**src/rtl/pipeline_processor.sv**
```systemverilog
// Four-stage (IF/ID/EX/WB) in-order 16-bit-instruction core with its own ROMs and full forwarding.
// Define HALT_EN to make opcode 15 a HALT that freezes fetch; otherwise opcode 15 is a NOP.
module pipeline_processor #(
    parameter int unsigned DATA_W     = 8,
    parameter int unsigned IMEM_DEPTH = 64,
    parameter int unsigned DMEM_DEPTH = 64,
    parameter string       IMEM_FILE  = "imem.hex",
    parameter string       DMEM_FILE  = "dmem.hex",
    localparam int unsigned PC_W      = $clog2(IMEM_DEPTH)
) (
    input  logic              clk,
    input  logic              reset,
    output logic [PC_W-1:0]   pc_o,
    output logic              wb_valid,
    output logic [2:0]        wb_rd,
    output logic [DATA_W-1:0] wb_data,
    output logic              halted
);

    localparam int unsigned DA_W = $clog2(DMEM_DEPTH);

    localparam logic [3:0] OP_ADD  = 4'd1;
    localparam logic [3:0] OP_SUB  = 4'd2;
    localparam logic [3:0] OP_AND  = 4'd3;
    localparam logic [3:0] OP_OR   = 4'd4;
    localparam logic [3:0] OP_ADDI = 4'd5;
    localparam logic [3:0] OP_LOAD = 4'd6;

    logic [15:0]       imem [IMEM_DEPTH];
    logic [DATA_W-1:0] dmem [DMEM_DEPTH];

    // ROM contents default to zero (NOP / data 0).
    initial begin
        for (int i = 0; i < int'(IMEM_DEPTH); i++) imem[i] = '0;
        for (int i = 0; i < int'(DMEM_DEPTH); i++) dmem[i] = '0;
    end

    // Pipeline state
    logic [PC_W-1:0]   pc_q, pc_d;
    logic [15:0]       ifid_instr_q, ifid_instr_d;
    logic              ifid_valid_q, ifid_valid_d;

    logic [3:0]        idex_op_q;
    logic [2:0]        idex_rd_q, idex_rs1_q, idex_rs2_q;
    logic [DATA_W-1:0] idex_a_q, idex_b_q, idex_imm_q;
    logic              idex_valid_q;

    logic              exwb_valid_q;
    logic [2:0]        exwb_rd_q;
    logic [DATA_W-1:0] exwb_data_q;

    logic [DATA_W-1:0] rf_q [8];

    // IF
    logic [PC_W-1:0] pc_inc;

    always_comb begin
        pc_inc = (pc_q == PC_W'(IMEM_DEPTH - 1)) ? '0 : pc_q + PC_W'(1);
    end

    // ID
    logic [3:0]        id_op;
    logic [2:0]        id_rd, id_rs1, id_rs2;
    logic [DATA_W-1:0] id_imm, id_a, id_b;
    logic              id_writes;

    always_comb begin
        id_op     = ifid_instr_q[15:12];
        id_rd     = ifid_instr_q[11:9];
        id_rs1    = ifid_instr_q[8:6];
        id_rs2    = ifid_instr_q[5:3];
        id_imm    = DATA_W'(ifid_instr_q[5:0]);
        id_writes = ifid_valid_q && (id_rd != 3'd0) &&
                    (id_op >= OP_ADD) && (id_op <= OP_LOAD);

        // Register read with write-through from the WB stage
        if (id_rs1 == 3'd0) begin
            id_a = '0;
        end else if (exwb_valid_q && (exwb_rd_q == id_rs1)) begin
            id_a = exwb_data_q;
        end else begin
            id_a = rf_q[id_rs1];
        end

        if (id_rs2 == 3'd0) begin
            id_b = '0;
        end else if (exwb_valid_q && (exwb_rd_q == id_rs2)) begin
            id_b = exwb_data_q;
        end else begin
            id_b = rf_q[id_rs2];
        end
    end

    // EX
    logic [DATA_W-1:0] ex_a, ex_b, ex_ea, ex_result;
    logic [DA_W-1:0]   ex_daddr;

    always_comb begin
        ex_a = idex_a_q;
        ex_b = idex_b_q;
        if (exwb_valid_q && (idex_rs1_q != 3'd0) && (exwb_rd_q == idex_rs1_q)) begin
            ex_a = exwb_data_q;
        end
        if (exwb_valid_q && (idex_rs2_q != 3'd0) && (exwb_rd_q == idex_rs2_q)) begin
            ex_b = exwb_data_q;
        end

        ex_ea    = ex_a + idex_imm_q;
        ex_daddr = DA_W'(32'(ex_ea) % DMEM_DEPTH);

        case (idex_op_q)
            OP_ADD:  ex_result = ex_a + ex_b;
            OP_SUB:  ex_result = ex_a - ex_b;
            OP_AND:  ex_result = ex_a & ex_b;
            OP_OR:   ex_result = ex_a | ex_b;
            OP_ADDI: ex_result = ex_ea;
            OP_LOAD: ex_result = dmem[ex_daddr];
            default: ex_result = '0;
        endcase
    end

    // Fetch control, with optional halt
`ifdef HALT_EN
    logic halted_q, halted_d;
    logic halt_now;

    always_comb begin
        halt_now = ifid_valid_q && (id_op == 4'hF) && !halted_q;
        halted_d = halted_q | halt_now;
        // The word fetched alongside the HALT is squashed; fetch stops afterwards.
        pc_d         = halted_q ? pc_q : pc_inc;
        ifid_instr_d = (halted_q || halt_now) ? 16'h0000 : imem[pc_q];
        ifid_valid_d = !(halted_q || halt_now);
    end

    always_ff @(posedge clk or negedge reset) begin
        if (!reset) begin
            halted_q <= 1'b0;
        end else begin
            halted_q <= halted_d;
        end
    end

    assign halted = halted_q;
`else
    always_comb begin
        pc_d         = pc_inc;
        ifid_instr_d = imem[pc_q];
        ifid_valid_d = 1'b1;
    end

    assign halted = 1'b0;
`endif

    always_ff @(posedge clk or negedge reset) begin
        if (!reset) begin
            pc_q         <= '0;
            ifid_instr_q <= '0;
            ifid_valid_q <= 1'b0;
            idex_op_q    <= '0;
            idex_rd_q    <= '0;
            idex_rs1_q   <= '0;
            idex_rs2_q   <= '0;
            idex_a_q     <= '0;
            idex_b_q     <= '0;
            idex_imm_q   <= '0;
            idex_valid_q <= 1'b0;
            exwb_valid_q <= 1'b0;
            exwb_rd_q    <= '0;
            exwb_data_q  <= '0;
            for (int i = 0; i < 8; i++) rf_q[i] <= '0;
        end else begin
            pc_q         <= pc_d;
            ifid_instr_q <= ifid_instr_d;
            ifid_valid_q <= ifid_valid_d;

            idex_op_q    <= id_writes ? id_op : 4'd0;
            idex_rd_q    <= id_rd;
            idex_rs1_q   <= id_rs1;
            idex_rs2_q   <= id_rs2;
            idex_a_q     <= id_a;
            idex_b_q     <= id_b;
            idex_imm_q   <= id_imm;
            idex_valid_q <= id_writes;

            exwb_valid_q <= idex_valid_q;
            exwb_rd_q    <= idex_rd_q;
            exwb_data_q  <= ex_result;

            if (exwb_valid_q) rf_q[exwb_rd_q] <= exwb_data_q;
        end
    end

    assign pc_o     = pc_q;
    assign wb_valid = exwb_valid_q;
    assign wb_rd    = exwb_rd_q;
    assign wb_data  = exwb_data_q;

endmodule

```
**config.mk**
```make
export PLATFORM = sky130hd
export DESIGN_NAME = pipeline_processor
export DESIGN_NICKNAME = d
export VERILOG_FILES = /design/src/rtl/pipeline_processor.sv
export SDC_FILE = /design/constraint.sdc
export NUM_CORES = 1
export LEC_CHECK = 0
export CORE_AREA = 2 2 39 41
export CTS_CLUSTER_SIZE = 16
export DETAILED_ROUTE_END_ITERATION = 6
export DIE_AREA = 0 0 41 43
export GPL_ROUTABILITY_DRIVEN = 1
export PLACE_DENSITY = 0.66
export SYNTH_ARGS = -nofsm -noshare
export SYNTH_HDL_FRONTEND = slang
export SYNTH_SLANG_ARGS = --single-unit
export TNS_END_PERCENT = 5
```
**constraint.sdc**
```tcl
create_clock -name clk -period 1.3 [get_ports clk]
set_input_delay 0.325 -clock clk [delete_from_list [all_inputs] [get_ports clk]]
set_output_delay 0.325 -clock clk [all_outputs]
set_load 0.02 [all_outputs]
```
==> out/metrics.cfg, run 1 <==
[logic_synthesis]
synth_largest_area_cell=dfrtp_1
synth.avg_cell_area_sq_um=10.1
ys_seq_area_frac=0.426
ys_ff_latch=6
syn_area_sq_um=353
synth_area_leaders=dfrtp_1 43%, buf_4 28%, a41oi_1 5.0%
yosysTopAreaCellShare=0.426
synth.distinct_cells=14
synthCells=35
yosysWarnings=0

[die]
rows=14
die_y_um=43
io_pins=21
die_area_sq_um=1760
coreArea_sq_um=1380
die_w_um=41
initial_core_util=0.255

[finish]
largest_register_ffs=6
num_antenna_cells=0
syn_to_final_growth_pct=26.2
fin_nets=54
drive_gt1_frac=0.204

[outcome]
status=finished, final reports clean

[worst_setup_path]
cp.required_ns=0.98
crit_path_end_kind=output port
start_kind=flop
crit_buf_inv=1
cp_max_fo=2
crit_family=flip-flops
slowest_stage=dfrtp_1
max_stage_delay_ns=0.37
path_depth=1
crit_chain=dlygate4sd2_1
worstRegToRegCells=5
arrival_ns=0.93
critPathKind=flop to output port

[routing]
num_vias=253
viasPerCell=3.89
ant_nets=0
drc_errors=0
dr.pass1.iters=2
drt_iter0_markers=1
wl_per_cell_um=8.12
routed_wl_um=528

[sta]
fin_crit_sh=0.963
finalMaxSlewViolations=0
final_hold_viol_count=0
setup_tns_ns=0
setup_violations=0
rsz0062_at_grt=false
max_freq_ghz=0.799
skew_ns=0.00569
fin_crit_ns=1.25

[global_route]
overflow=0
grtUsageTotal=0.0788
grt_antenna_before_repair=0
grt_pass1_wl_um=848
grt_pass1_vias=205
grt_max_degree=8

[clock_network]
path_clk_slew_ns=0.05
clk_path_buf_depth=2
cts_tree=built
cts_made_buffers=3
cts_hold_buf=0
clk_latency_ns=0.24
cts-root-buf=clkbuf_4
clock-sinks=6
h-tree-depth=1

[power_and_ir_drop]
power_uw=395
ir_worst_vdd_v=0.000356
p_leak_uw=0.000229
power-per-cell-area_nw_per_um2=887

[placement]
gp_congestion=0.722
port-buffer-count=7

[min_path]
min_path_type=input pin to async pin

[run]
drv_cap=0

Yosys cell counts (all sizes together):
cell	instances
ha	1
a31oi	1
and2	1
o21ai	1
conb	1
xor2	1
nand3	3
xnor2	1
dfrtp	6
nand2	2
nand4	1
buf	13
a41oi	2
clkbuf	1
cells by family after synthesis:
group,Yosys count,synth area share
AO/OA/AOI/OAI,4,0.0816
flip-flops,6,0.426
adder cells (fa/ha/maj),1,0.0355
XOR/XNOR,2,0.0497
AND/OR/NAND/NOR,7,0.106
buffers and inverters,14,0.291
other,1,0.0106
routing by layer:
layer / wire length (um) / vias to the layer above / track usage
met4: 4 / 0 / 0.0800
met3: 49 / 2 / 0.0471
met1: 235 / 115 / 0.0918
li1: - / 123 / -
met5: 0 / - / 0
met2: 239 / 13 / 0.0906
placed cells by master (no fill, tap or decap):
cell type and count:
ha_1 1, xor2_1 1, a31oi_1 1, buf_4 6, xnor2_1 1, dfrtp_1 6
conb_1 13, clkdlybuf4s50_1 1, dlygate4sd2_1 6, clkbuf_4 3, nand3_1 3, nand2_1 2
and2_4 1, a41oi_1 2, o21ai_0 1, nand4_1 1
what timing repair did:
| action | CTS | global route |
|---|---|---|
| resized for setup | 6 | 0 |
| setup buffers | 0 | 0 |
| endpoints found under the setup margin | 6 | 0 |
where the power goes:
part / switching (uW) / internal (uW) / leakage (uW)
clock: 64.2 / 104 / 0.0000138
combinational: 36.5 / 2.67 / 0.000146
sequential: 0 / 187 / 0.0000693
total: 101 / 294 / 0.000229
metrics by stage:
step | setup slack (ns) | util | std cells | area [sq um] | hold WS [ns]
2_1_floorplan | 0.159 | - | 47 | 398 | 0.0294
3_3_place_gp | 0.0455 | 0.311 | 62 | 430 | 0.530
3_5_place_dp | 0.0432 | 0.311 | 62 | 430 | 0.530
4_1_cts | 0.0304 | 0.322 | 65 | 445 | 0.322
5_1_grt | 0.000786 | 0.322 | 65 | 445 | 0.341
6_report | 0.0479 | 0.322 | 65 | 445 | 0.324
path summary, 6_finish.rpt:
path                            slack [ns]  endpoint  startpoint
worst max-delay path                  0.05   pc_o[5]     pc_o[5]
worst min-delay path                  0.32   pc_o[5]       reset
worst max register to register        0.16   pc_o[5]     pc_o[0]
worst min register to register        0.53   pc_o[0]     pc_o[0]
max in group asynchronous             0.76   pc_o[2]       reset
min in group clk                      0.53   pc_o[0]     pc_o[0]
area by class of cell:
cell class,count,area (sq um)
Fill cell,151,938
Sequential cell,6,150
Multi-Input combinational cell,27,145
Timing Repair Buffer,13,108
Clock buffer,3,22.5
Tap cell,16,20.0
Note: power is estimated with default switching activity, not from simulation.
==> run 2: changes to the inputs <==
--- a/config.mk
+++ b/config.mk
@@ -11,6 +11,7 @@
 export DIE_AREA = 0 0 41 43
 export GPL_ROUTABILITY_DRIVEN = 1
 export PLACE_DENSITY = 0.66
+export SETUP_SLACK_MARGIN = 0.2
 export SYNTH_ARGS = -nofsm -noshare
 export SYNTH_HDL_FRONTEND = slang
 export SYNTH_SLANG_ARGS = --single-unit
==> out/metrics.cfg, run 2 (synthesis results as in run 1) <==
[outcome]
status=finished, final reports clean

[worst_setup_path]
crit_path_end_kind=output port
crit_family=flip-flops
max_stage_delay_ns=0.40  ; +0.03 ns
reg2reg_slack_ns=0.23  ; +0.07 ns
critPathKind=flop to output port
rr_endpoint=pc_o[5]
cp_max_fo=2  ; unchanged
r2r-start=pc_o[0]
start_kind=flop
worstRegToRegCells=5  ; unchanged
cp.required_ns=0.98  ; about the same
slowest_stage=dfrtp_2
crit_chain=buf_6
crit_buf_inv=1  ; unchanged
arrival_ns=0.78  ; -0.15 ns

[finish]
largest_register_ffs=6  ; unchanged
layout_commonest_cell=conb_1
instances_no_fill=66  ; +1.5%
drive_gt1_frac=0.380  ; +0.176
num_antenna_cells=0  ; unchanged
syn_to_final_growth_pct=28.7
fin_nets=54  ; unchanged
final_cell_mix=13 x conb_1, 6 x buf_4, 4 x buf_2, 4 x dfrtp_1

[global_route]
grt_antenna_before_repair=0  ; unchanged
grt_pass1_vias=218  ; +6.3%
overflow=0  ; unchanged
grtUsageTotal=0.0788  ; unchanged
grt_pass1_wl_um=903  ; +6.5%
grt_max_degree=8  ; unchanged

[clock_network]
clk_latency_ns=0.25  ; about the same
clock-sinks=6  ; unchanged
cts_tree=built
cts_hold_buf=0  ; unchanged
clk_path_buf_depth=2  ; unchanged
path_clk_slew_ns=0.05  ; about the same
cts_made_buffers=3  ; unchanged
cts-root-buf=clkbuf_4
h-tree-depth=1  ; unchanged

[sta]
rsz0062_at_grt=true
setup_tns_ns=0  ; unchanged
max_freq_ghz=0.902  ; +13%
skew_ns=0.0122  ; +0.00655 ns
final_hold_viol_count=0  ; unchanged
setup_violations=0  ; unchanged
fin_crit_ns=1.11  ; -0.143 ns
finalMaxSlewViolations=0  ; unchanged
fin_crit_sh=0.853  ; -0.110

[routing]
drt_iter0_markers=1  ; unchanged
ant_nets=0  ; unchanged
dr.pass1.iters=2  ; unchanged
num_vias=250  ; -1.2%
drc_errors=0  ; unchanged
viasPerCell=3.79  ; -2.7%
routed_wl_um=576  ; +9.1%
wl_per_cell_um=8.73  ; +7.4%

[placement]
dpl.hpwl_um=423
port-buffer-count=7  ; unchanged
gp_congestion=0.812  ; +12%
dp.cells=62  ; unchanged

[die]
initial_core_util=0.255  ; unchanged
io_pins=21  ; unchanged
die_area_sq_um=1760  ; unchanged
die_y_um=43  ; unchanged
rows=14  ; unchanged
coreArea_sq_um=1380  ; unchanged
die_w_um=41  ; unchanged

[power_and_ir_drop]
ir_worst_vdd_v=0.000726  ; +100%
p_leak_uw=0.000225  ; -1.6%
power-per-cell-area_nw_per_um2=910  ; +2.6%

[run]
drv_cap=0  ; unchanged

[min_path]
min_path_type=input pin to async pin

==> run 2: cell count changes in the layout (fill, tap and decap cells not counted), sizes merged <==
| cell | delta |
|---|---|
| buf | +6 |
| clkbuf | +1 |
| dlygate4sd2 | -6 |
==> run 2: worst max-delay path by stage <==
stage,startpoint,endpoint,slack (ns),depth (start not counted)
after floorplan,pc_o[0],pc_o[3],0.26,4
final,pc_o[1],pc_o[1],0.19,1
after CTS,pc_o[2],pc_o[2],0.11,1
after detailed placement,pc_o[3],pc_o[3],0.03,1
after global routing,pc_o[1],pc_o[1],0.16,1
after global placement,pc_o[3],pc_o[3],0.03,1
==> run 2: repair_timing <==
action | CTS | global route
gates resized for setup | 23 | 6
buffers inserted | 0 | 0
endpoints found under the setup margin | 8 | 10
==> run 2: metal layers <==
metal,track usage,part of all wire,vias to the layer above
met5,0,0,-
met4,0.0200,0,0
met3,0.0628,0.12,0
met2,0.103,0.47,13
met1,0.0984,0.42,114
li1,-,-,123
==> run 2: layout make-up <==
cell class | count | area (sq um)
Sequential cell | 6 | 153
Fill cell | 150 | 930
Tap cell | 16 | 20.0
Clock buffer | 4 | 26.3
Multi-Input combinational cell | 27 | 158
Timing Repair Buffer | 13 | 97.6
==> run 2: stage by stage <==
step	worst slack, ns	hold slack [ns]	cell area [sq um]	util	power, uW
global placement	0.0350	0.532	435	0.315	229
global route	0.160	0.336	454	0.328	436
finish	0.191	0.319	454	0.328	413
detailed placement	0.0338	0.537	435	0.315	229
floorplan	0.256	0.0294	403	-	253
CTS	0.114	0.327	438	0.316	420
==> run 2: power breakdown <==
part	leakage (uW)	internal [uW]	total, uW	switching, uW
clock	0.0000150	116	187	70.2
combinational	0.000143	2.67	39.4	36.8
sequential	0.0000673	187	187	0
==> run 3: changes to the inputs <==
--- a/config.mk
+++ b/config.mk
@@ -6,6 +6,7 @@
 export NUM_CORES = 1
 export LEC_CHECK = 0
 export CORE_AREA = 2 2 39 41
+export CTS_CLUSTER_DIAMETER = 80
 export CTS_CLUSTER_SIZE = 16
 export DETAILED_ROUTE_END_ITERATION = 6
 export DIE_AREA = 0 0 41 43
==> results of run 3 <==
Final layout, timing and power as in run 2 (identical DEF).
